$ cat src/rtl/branch_pc_unit.sv
// MIPS branch/jump resolution and architectural PC sequencing.
// Build option: `BRANCH_DELAY_SLOT_EN` selects delay-slot issue; without it, redirects are immediate with a flush.
module branch_pc_unit #(
  parameter logic [31:0] RESET_PC = 32'h0000_0000,
  parameter int          CNT_W    = 16
) (
  input  logic             clk,
  input  logic             rst_n,
  input  logic             stall,
  input  logic             br_valid,
  input  logic [2:0]       br_type,
  input  logic             bg,
  input  logic             les,
  input  logic             eq,
  input  logic [15:0]      imm,
  input  logic             jump,
  input  logic [25:0]      jtarget,
  output logic [31:0]      pc,
  output logic [31:0]      pc_plus4,
  output logic             taken,
  output logic             flush,
  output logic             slot_err,
  output logic [CNT_W-1:0] taken_cnt
);

  localparam logic [CNT_W-1:0] CNT_ONE = {{(CNT_W-1){1'b0}}, 1'b1};

  logic        cond;
  logic        redirect;
  logic [31:0] br_tgt;
  logic [31:0] j_tgt;
  logic [31:0] nxt_tgt;

  always_comb begin
    cond = 1'b0;
    case (br_type)
      3'd0:    cond = eq;
      3'd1:    cond = !eq;
      3'd2:    cond = les | eq;
      3'd3:    cond = bg;
      3'd4:    cond = les;
      3'd5:    cond = bg | eq;
      default: cond = 1'b0;
    endcase
  end

  assign pc_plus4 = pc + 32'd4;
  assign br_tgt   = pc_plus4 + {{14{imm[15]}}, imm, 2'b00};
  assign j_tgt    = {pc_plus4[31:28], jtarget, 2'b00};
  // jump wins over a simultaneously asserted branch
  assign redirect = jump | (br_valid & cond);
  assign nxt_tgt  = jump ? j_tgt : br_tgt;

`ifdef BRANCH_DELAY_SLOT_EN
  typedef enum logic {SEQ, SLOT} st_t;
  st_t         st;
  logic [31:0] tgt;

  assign flush = 1'b0;

  always_ff @(posedge clk) begin
    if (!rst_n) begin
      pc        <= RESET_PC;
      st        <= SEQ;
      tgt       <= 32'h0;
      taken     <= 1'b0;
      slot_err  <= 1'b0;
      taken_cnt <= '0;
    end else begin
      taken <= 1'b0;
      if (!stall) begin
        case (st)
          SEQ: begin
            pc <= pc_plus4;
            if (redirect) begin
              tgt   <= nxt_tgt;
              st    <= SLOT;
              taken <= 1'b1;
              if (taken_cnt != '1) taken_cnt <= taken_cnt + CNT_ONE;
            end
          end
          SLOT: begin
            // control flow in the slot is ignored, only flagged
            pc <= tgt;
            st <= SEQ;
            if (br_valid | jump) slot_err <= 1'b1;
          end
          default: st <= SEQ;
        endcase
      end
    end
  end
`else
  assign slot_err = 1'b0;

  always_ff @(posedge clk) begin
    if (!rst_n) begin
      pc        <= RESET_PC;
      taken     <= 1'b0;
      flush     <= 1'b0;
      taken_cnt <= '0;
    end else begin
      taken <= 1'b0;
      flush <= 1'b0;
      if (!stall) begin
        if (redirect) begin
          pc    <= nxt_tgt;
          taken <= 1'b1;
          flush <= 1'b1;
          if (taken_cnt != '1) taken_cnt <= taken_cnt + CNT_ONE;
        end else begin
          pc <= pc_plus4;
        end
      end
    end
  end
`endif

endmodule
$ cat config.mk
export PLATFORM = sky130hd
export DESIGN_NAME = branch_pc_unit
export DESIGN_NICKNAME = d
export VERILOG_FILES = /design/src/rtl/branch_pc_unit.sv
export SDC_FILE = /design/constraint.sdc
export NUM_CORES = 1
export LEC_CHECK = 0
export ABC_CLOCK_PERIOD_IN_PS = 8900
export CAP_MARGIN = 20
export CORE_MARGIN = 4
export CORE_UTILIZATION = 40
export CTS_BUF_LIST = sky130_fd_sc_hd__clkbuf_4 sky130_fd_sc_hd__clkbuf_8
export DETAILED_ROUTE_END_ITERATION = 16
export GPL_TIMING_DRIVEN = 1
export PLACE_DENSITY = 0.75
export SYNTH_ARGS = -nofsm -noshare
export SYNTH_HDL_FRONTEND = slang
export SYNTH_SLANG_ARGS = --single-unit
$ cat constraint.sdc
create_clock -name clk -period 8.9 [get_ports clk]
set_input_delay 1.78 -clock clk [delete_from_list [all_inputs] [get_ports clk]]
set_output_delay 1.78 -clock clk [all_outputs]
set_load 0.02 [all_outputs]
==> results of run 1 <==
==> worst min path at each step <==
stage / start / endpoint / slack, ns / cells after the start
floorplan: taken_cnt[9] / taken_cnt[9] / 0.57 / 2
global placement: taken_cnt[9] / taken_cnt[9] / 0.49 / 2
detailed placement: taken_cnt[9] / taken_cnt[9] / 0.50 / 2
CTS: taken_cnt[9] / taken_cnt[9] / 0.52 / 2
global route: taken_cnt[6] / taken_cnt[6] / 0.57 / 2
finish: taken_cnt[9] / taken_cnt[9] / 0.54 / 2
==> registers in the layout, summed over array words and instances (netlist names) <==
signal and flops:
flush 1, pc 30, taken_cnt 16
==> cells in the final DEF (no fill, tap or decap), types with 19 or more instances in the layout <==
cell type,n
xor2_1,20
clkdlybuf4s50_1,130
nor2_1,64
nand2_1,54
nand3_1,39
nor3_1,19
dfxtp_1,47
ha_1,37
a21oi_1,43
xnor2_1,39
==> area by class of cell <==
type	instances	area, µm²
well taps	140	175.2
inverters	15	56.30
clock inverters	3	46.29
fillers	1042	4941
multi-input cells	506	3416
repair buffers	135	1339
clock buffers	5	68.82
flip-flops and latches	47	940.9
==> worst max-delay path: stages (launching register included) <==
cell,delay [ns]
dfxtp_1,0.45
ha_1,0.22
nand3_1,0.18
nor2_1,0.44
nand3_1,0.15
nor2_1,0.40
and3_1,0.29
nand3_1,0.11
xnor2_1,0.25
clkdlybuf4s50_1,0.66
==> metrics by stage <==
| step | hold WS [ns] | instance area [µm²] | util |
|---|---|---|---|
| 6_report | 0.5367 | 6042 | 0.5501 |
| 5_1_grt | 0.5746 | 6042 | 0.5501 |
| 4_1_cts | 0.5243 | 6042 | 0.5501 |
| 3_5_place_dp | 0.5020 | 5927 | 0.5396 |
| 3_3_place_gp | 0.4856 | 5927 | 0.5396 |
| 2_1_floorplan | 0.5701 | 4546 | - |
==> metal layers <==
metal	GRT usage	wire length, µm	part of all wire
met4	0.05622	199	0.013
met1	0.2951	6686	0.44
met5	0	0	0
met3	0.04017	1044	0.069
met2	0.3776	7203	0.48
==> power groups by stage <==
stage	registers (mW)	logic [mW]	clock network, mW
2_1_floorplan	0.256	0.181	0
3_3_place_gp	0.245	0.302	0
3_5_place_dp	0.246	0.306	0
4_1_cts	0.241	0.308	0.175
5_1_grt	0.244	0.335	0.184
6_report	0.242	0.309	0.173
==> cells by family after synthesis <==
| family | count (synthesis) | synth area share |
|---|---|---|
| flops | 47 | 0.2077 |
| mux | 4 | 0.008838 |
| fa+ha+maj | 38 | 0.1066 |
| simple gates | 236 | 0.2519 |
| xor+xnor | 59 | 0.1141 |
| buf+inv | 46 | 0.04308 |
| compound gates | 164 | 0.2671 |
| other cells | 1 | 0.0008277 |
==> flow_metrics.tcl, run 1 <==
set metrics [dict create \
    ant_nets 0 \
    worstPathArrival_ns 3.47 \
    finalHoldViolCount 0 \
    clockPowerShare 0.239 \
    cap_viol_max_count 0 \
    drc 0 \
    routedWlPerCell_um 17.78 \
    core_um2 10980 \
    clock_sinks 47 \
    power_uw 723.7 \
    outcome "finished, final reports clean" \
    p_leak_nw 2.338 \
    crit_type "reg2out" \
    switching_power_uw 276.6 \
    placed_cells 843 \
    yosysSeqAreaShare 0.2077 \
    place_ws_ns 3.622 \
    viasPerCell 5.771 \
    holdCritPathClass "reg2reg" \
    diodes 0 \
    cts_resized 0 \
    ir_drop_mv 0.07684 \
    hold_buffers 0 \
    syn_inst 595 \
    grt_use_total 0.2239 \
    grt_pass1_vias 4869 \
    grt_antenna_before_repair 0 \
    rows 38 \
    combinationalPowerShare 0.427 \
    max-slew-margin-rel 0.4237 \
    cts_buffer_depth 2 \
    grt_max_degree 39 \
    critPathMaxFanout 6 \
    power_density_nw_per_um2 119.8 \
    endpoint_kind "output pin" \
    yosysTopAreaCell "dfxtp_1" \
    ys_warn_count 0 \
    synth_top_cell_area_share 0.2077 \
    ys.flop_type "dfxtp_1" \
    drive_gt1_frac 0.04641 \
    dp_hpwl_um 11390 \
    drt-initial-drc-count 321 \
    period_minus_slack_ns 5.249 \
    rr_worst_depth 17 \
    insertion_delay_ns 0.31 \
    port_buffers 130 \
    internal_power_uw 447.2 \
    switching_share 0.3821 \
    final.period_utilization 0.5898 \
    wl_um 15130 \
    yosysUniqueCellTypes 72 \
    async_flop_share 0 \
    synth_common_cells "nor2_1, nand2_1, dfxtp_1" \
    cts_setup_buffers 0 \
    r2r_slack_ns 4.16 \
    initial_utilization 0.4125 \
    p_seq_frac 0.334 \
    synth_seq_cells 47 \
    clock.fmax_mhz 190.5 \
    cts_buffers 5 \
    overflow 0 \
    fin_skew_ns 0.009128 \
    dieArea_um2 13090 \
    setup_slack_ns 3.651 \
    cts_root_buffer "clkbuf_8" \
    rsz0062_at_grt "false" \
    place_congestion 0.9987 \
    netlist_area_um2 4531 \
    die_y_um 114.4 \
    drt_first_pass_iters 5 \
    crit_start "pc[3]" \
    timing.setup.tns_ns 0 \
    vias 4911 \
    die_w_um 114.4 \
    synth_edf_count 0 \
    fin_cells 851 \
    crit_required_ns 7.12 \
    cts_max_level 2 \
    syn_to_final_growth_pct 33.36 \
    nets 801 \
    setup_viol 0 \
    endpoint "pc_plus4[30]" \
    regToRegEndpoint "pc[31]" \
    worstSetupStartpointType "flop" \
    syn_avg_cell_area_um2 7.614 \
    yosysMostFrequentCell "nor2_1" \
    ios 136 \
    slew_viol_final 0 \
    cts.clk_slew.worst_paths_ns 0.11 \
    cts_tree "done" \
    reg2reg_from "pc[3]" \
    worst_pin_slew_ns 0.8617 \
    grt_pass1_wl_um 24140 \
    yosys-top-cells-area "dfxtp_1, ha_1, xnor2_1" \
]
No activity file was read; power rests on OpenSTA's default activity.
==> run 2, diff against run 1 <==
--- a/config.mk
+++ b/config.mk
@@ -5,7 +5,7 @@
 export SDC_FILE = /design/constraint.sdc
 export NUM_CORES = 1
 export LEC_CHECK = 0
-export ABC_CLOCK_PERIOD_IN_PS = 8900
+export ABC_CLOCK_PERIOD_IN_PS = 5350
 export CAP_MARGIN = 20
 export CORE_MARGIN = 4
 export CORE_UTILIZATION = 40
==> constraint.sdc (replaced) <==
create_clock -name clk -period 5.35 [get_ports clk]
set_input_delay 1.07 -clock clk [delete_from_list [all_inputs] [get_ports clk]]
set_output_delay 1.07 -clock clk [all_outputs]
set_load 0.02 [all_outputs]
==> run 2 against run 1 <==
Non-clock buffer count up 2. Worst setup slack worse by 3.0 ns. Routed wire length up 2.6%. Largest power group unchanged.
==> flow_metrics.tcl, run 2 (synthesis gave the netlist of run 1 again) <==
set metrics [dict create \
    cts.clk_slew.worst_paths_ns 0.11 \
    slew_viol_final 0 \
    critPathMaxFanout 8 \
    diodes 0 \
    grt_antenna_before_repair 0 \
    final_cell_mix "clkdlybuf4s50_1, nor2_1, nand2_1" \
    placed_cells 845 \
    cts_root_buffer "clkbuf_8" \
    p_leak_nw 2.340 \
    final_common_cell "clkdlybuf4s50_1" \
    initial_utilization 0.4125 \
    ant_nets 0 \
    overflow 0 \
    drive_gt1_frac 0.04909 \
    switching_share 0.4010 \
    fin_cells 853 \
    outcome "finished, final reports clean" \
    rows 38 \
    fillers 1091 \
    cts_buffer_depth 2 \
    finalHoldViolCount 0 \
    rsz0062_at_grt "false" \
    drc 0 \
    grt_max_degree 28 \
    cts_setup_buffers 0 \
    top_regs "pc: 30 flops, taken_cnt: 16 flops, flush: 1 flops" \
    final.period_utilization 0.8804 \
    wl_um 15530 \
    endpoint_kind "flop" \
    worstSetupStartpointType "flop" \
    vias 4901 \
    max-slew-margin-rel 0.3699 \
    power_density_nw_per_um2 193.9 \
    fin_skew_ns 0.009176 \
    ir_drop_mv 0.1184 \
    cts_buffers 5 \
    crit_required_ns 5.55 \
    hold_depth 2 \
    worst_hold_slack_ns 0.5290 \
    worst_pin_slew_ns 0.9422 \
    syn_to_final_growth_pct 33.28 \
    die_y_um 114.4 \
    place_congestion 0.9459 \
    clockPowerShare 0.211 \
    clock.fmax_mhz 212.3 \
    timing.setup.tns_ns 0 \
    period_minus_slack_ns 4.710 \
    switching_power_uw 469.4 \
    internal_power_uw 701.3 \
    setup_slack_ns 0.6401 \
    cts_tree "done" \
    setup_viol 0 \
    largest-register "pc" \
    ios 136 \
    dieArea_um2 13090 \
    crit_type "reg2reg" \
    insertion_delay_ns 0.32 \
    viasPerCell 5.746 \
    clock_sinks 47 \
    grt_use_total 0.2337 \
    cap_viol_max_count 0 \
    power_mw 1.171 \
    rr_worst_depth 17 \
    cts_max_level 2 \
    combinationalPowerShare 0.445 \
    grt_pass1_vias 4891 \
    p_seq_frac 0.344 \
    cts_resized 0 \
    place_ws_ns 0.7834 \
    drt-initial-drc-count 298 \
    core_um2 10980 \
    die_w_um 114.4 \
    port_buffers 130 \
    hold_buffers 0 \
    dp_hpwl_um 11990 \
    worstPathArrival_ns 4.91 \
    routedWlPerCell_um 18.21 \
    drt_first_pass_iters 5 \
    largest_register_ffs 30 \
    nets 803 \
    grt_pass1_wl_um 25110 \
    holdCritPathClass "reg2reg" \
]
## run 2: cell count changes in the layout (fill, tap and decap cells not counted), sizes merged
| cell | change |
|---|---|
| buf | +2 |
| bufinv | -1 |
| inv | +1 |
## run 2: through the flow
step                  util  instance area [µm²]
floorplan                -                 4546
global placement    0.5410                 5942
detailed placement  0.5410                 5942
CTS                 0.5498                 6038
global route        0.5498                 6038
finish              0.5498                 6038
## run 2: path summary, 6_finish.rpt
check | end | from | slack, ns
worst min register to register | taken_cnt[9] | taken_cnt[9] | 0.53
worst min-delay path | taken_cnt[9] | taken_cnt[9] | 0.53
worst max register to register | pc[31] | pc[2] | 0.64
worst max-delay path | pc[31] | pc[2] | 0.64
## run 2: critical path, stage by stage, from the launching register on
cell,delay [ns]
dfxtp_1,0.44
ha_1,0.22
nand3_1,0.16
nor2_1,0.42
nand3_1,0.14
nor2_1,0.38
nand3_1,0.15
xnor2_1,0.29
ha_1,0.40
a2111o_1,0.42
o22ai_1,0.14
a21oi_1,0.08
a32o_1,0.24
a2111oi_2,0.48
o31ai_1,0.15
xnor2_1,0.25
a21oi_1,0.07
nand4b_1,0.17
## run 2: layout make-up
class / count / area (µm²) / area share
inverter: 15 / 56.30 / 0.009324
multi-input combinational: 506 / 3416 / 0.5657
sequential: 47 / 940.9 / 0.1558
clock buffer: 5 / 68.82 / 0.01140
timing repair buffer: 137 / 1354 / 0.2242
tap: 140 / 175.2 / 0.02901
clock inverter: 3 / 27.53 / 0.004559
## run 2: power groups by stage
stage	Combinational, mW	Clock (mW)	Sequential, mW
after global routing	0.564	0.268	0.407
after CTS	0.519	0.258	0.402
after global placement	0.511	0	0.407
after detailed placement	0.515	0	0.410
final	0.521	0.247	0.403
after floorplan	0.302	0	0.427
## run 2: per-layer routing
metal / share of wire / vias up / wire length (µm) / global-route usage
met5: 0 / - / 0 / 0
met4: 0.011 / 0 / 178 / 0.04830
met3: 0.059 / 18 / 917 / 0.03488
li1: - / 2416 / - / -
met1: 0.45 / 2299 / 7031 / 0.3133
met2: 0.48 / 168 / 7402 / 0.3977
==> run 3, diff against run 2 <==
--- a/config.mk
+++ b/config.mk
@@ -7,6 +7,7 @@
 export LEC_CHECK = 0
 export ABC_CLOCK_PERIOD_IN_PS = 5350
 export CAP_MARGIN = 20
+export CORE_ASPECT_RATIO = 0.75
 export CORE_MARGIN = 4
 export CORE_UTILIZATION = 40
 export CTS_BUF_LIST = sky130_fd_sc_hd__clkbuf_4 sky130_fd_sc_hd__clkbuf_8
==> run 3 against run 2 <==
Routed wire length up 4.3%. Critical path depth up 1. Combinational power up 1%. Non-clock buffer count up 3. Global-route usage is 0.44 points higher. Final cell count is 0.35% higher. Die area is 0.14% higher. Worst hold slack worse by 0.0029 ns. Clock-buffer cell count did not move. Clock power rose by 18%. Critical path type unchanged. Critical endpoint unchanged. Largest power group unchanged.
==> flow_metrics.tcl, run 3 (synthesis gave the netlist of run 1 again) <==
set metrics [dict create \
    wl_um 16200 \
    p_leak_nw 2.368 \
    initial_utilization 0.4125 \
    ios 136 \
    cp_num_buf_inv 1 \
    die_w_um 130.9 \
    worstSetupStartpointType "flop" \
    finalHoldViolCount 0 \
    worstPathArrival_ns 4.89 \
    cap_viol_max_count 0 \
    drive_gt1_frac 0.05307 \
    clockPowerShare 0.239 \
    combinationalPowerShare 0.432 \
    p_seq_frac 0.329 \
    overflow 0 \
    viasPerCell 5.912 \
    holdCritPathClass "reg2reg" \
    cts.clk_slew.worst_paths_ns 0.11 \
    outcome "finished, final reports clean" \
    top_regs "pc: 30 flops, taken_cnt: 16 flops, flush: 1 flops" \
    largest-register "pc" \
    critPathSlowestCell "nor2_1" \
    switching_share 0.3881 \
    cts_buffers 5 \
    routedWlPerCell_um 18.93 \
    internal_power_uw 746.8 \
    timing.setup.tns_ns 0 \
    final.period_utilization 0.8780 \
    grt_use_total 0.2381 \
    crit_type "reg2reg" \
    power_mw 1.221 \
    critPathTopFamily "compound AO/OA/AOI/OAI gates" \
    maxUsedRoutingLayer "met4" \
    largest_register_ffs 30 \
    dieArea_um2 13110 \
    grt_pass1_vias 4885 \
    nets 806 \
    grt_antenna_before_repair 0 \
    endpoint_kind "flop" \
    drc 0 \
    clock.fmax_mhz 212.9 \
    cts_tree "done" \
    core_um2 10980 \
    wl_met1_um 7493 \
    crit_top_cell "nand3_1" \
    clock_sinks 47 \
    worst_pin_slew_ns 1.014 \
    post-route-cell-area_um2 6081 \
    cts_setup_buffers 0 \
    rsz0062_at_grt "false" \
    period_minus_slack_ns 4.697 \
    diodes 0 \
    drt-initial-drc-count 481 \
    power_density_nw_per_um2 200.7 \
    routed-wl-met3_um 1437 \
    grt_pass1_wl_um 25100 \
    port_buffers 130 \
    place_congestion 0.9686 \
    worst_hold_slack_ns 0.5261 \
    fin_skew_ns 0.004784 \
    path_cells "ha_1 > nand3_1 > nor2_1 > buf_4 > nand3_1 > nor2_1 > nand3_1 > xnor2_1 > ha_1 > a2111o_1 > o22ai_1 > a21oi_1 > a32o_1 > a2111oi_2 > o31ai_1 > xnor2_1 > a21oi_1 > nand4b_1" \
    cts_buffer_depth 2 \
    cts_root_buffer "clkbuf_8" \
    setup_viol 0 \
    max-slew-margin-rel 0.3190 \
    ant_nets 0 \
    wl_met2_um 7117 \
    switching_power_uw 473.7 \
    grt_max_degree 31 \
    final_common_cell "clkdlybuf4s50_1" \
    hold_buffers 0 \
    critPathMaxFanout 8 \
    final_cell_mix "clkdlybuf4s50_1, nor2_1, nand2_1" \
    syn_to_final_growth_pct 34.22 \
    insertion_delay_ns 0.31 \
    cts_max_level 2 \
    ir_drop_mv 0.1122 \
    crit_required_ns 5.55 \
    utilization 0.5537 \
    cp_slowest_stage_delay_ns 0.54 \
    drt_first_pass_iters 5 \
    slew_viol_final 0 \
    dp_hpwl_um 12270 \
    cts_resized 0 \
    rows 33 \
    die_y_um 100.2 \
    placed_cell_area_um2 5964 \
    vias 5061 \
]
==> run 3: changes by cell type in the layout (fill, tap and decap cells not counted), sizes merged <==
cell	before	now
buf	7	10
bufinv	0	1
clkinv	0	1
clkinvlp	1	0
inv	17	16
==> run 3: worst reg2reg max path: stages (launching register included) <==
cell and delay (ns):
dfxtp_1 0.43, ha_1 0.22, nand3_1 0.19, nor2_1 0.15, buf_4 0.14, nand3_1 0.07, nor2_1 0.54, nand3_1 0.18
xnor2_1 0.28, ha_1 0.39, a2111o_1 0.42, o22ai_1 0.13, a21oi_1 0.08, a32o_1 0.24, a2111oi_2 0.50, o31ai_1 0.15
xnor2_1 0.24, a21oi_1 0.06, nand4b_1 0.17
==> run 3: per-layer routing <==
metal	GRT usage	up-vias
li1	-	2420
met1	0.3448	2373
met2	0.3638	256
met3	0.05160	12
met4	0.04980	0
met5	0	-
==> run 3: stage by stage <==
step / instances / setup slack [ns]
after CTS: 856 / 0.8406
after global placement: 848 / 0.9752
after detailed placement: 848 / 0.8895
final: 856 / 0.6529
after global routing: 856 / 0.4257
after floorplan: 599 / 1.001
==> run 3: final cells by class <==
type | instances | area [µm²]
clock inverters | 3 | 47.55
inverters | 15 | 56.30
clock buffers | 5 | 68.82
multi-input cells | 506 | 3416
repair buffers | 140 | 1376
well taps | 140 | 175.2
flip-flops and latches | 47 | 940.9
fillers | 1023 | 4902
==> run 3: power groups by stage <==
stage,combinational (mW),clock (mW),sequential (mW)
after floorplan,0.302,0,0.427
after global placement,0.513,0,0.407
after detailed placement,0.518,0,0.409
after CTS,0.523,0.295,0.401
after global routing,0.569,0.306,0.405
final,0.528,0.292,0.401
==> run 3: worst paths after layout <==
kind | end | cells past startpoint | slack (ns) | from
max | pc[31] | 18 | 0.65 | pc[2]
min | taken_cnt[9] | 2 | 0.53 | taken_cnt[9]
max reg2reg | pc[31] | 18 | 0.65 | pc[2]
min reg2reg | taken_cnt[9] | 2 | 0.53 | taken_cnt[9]
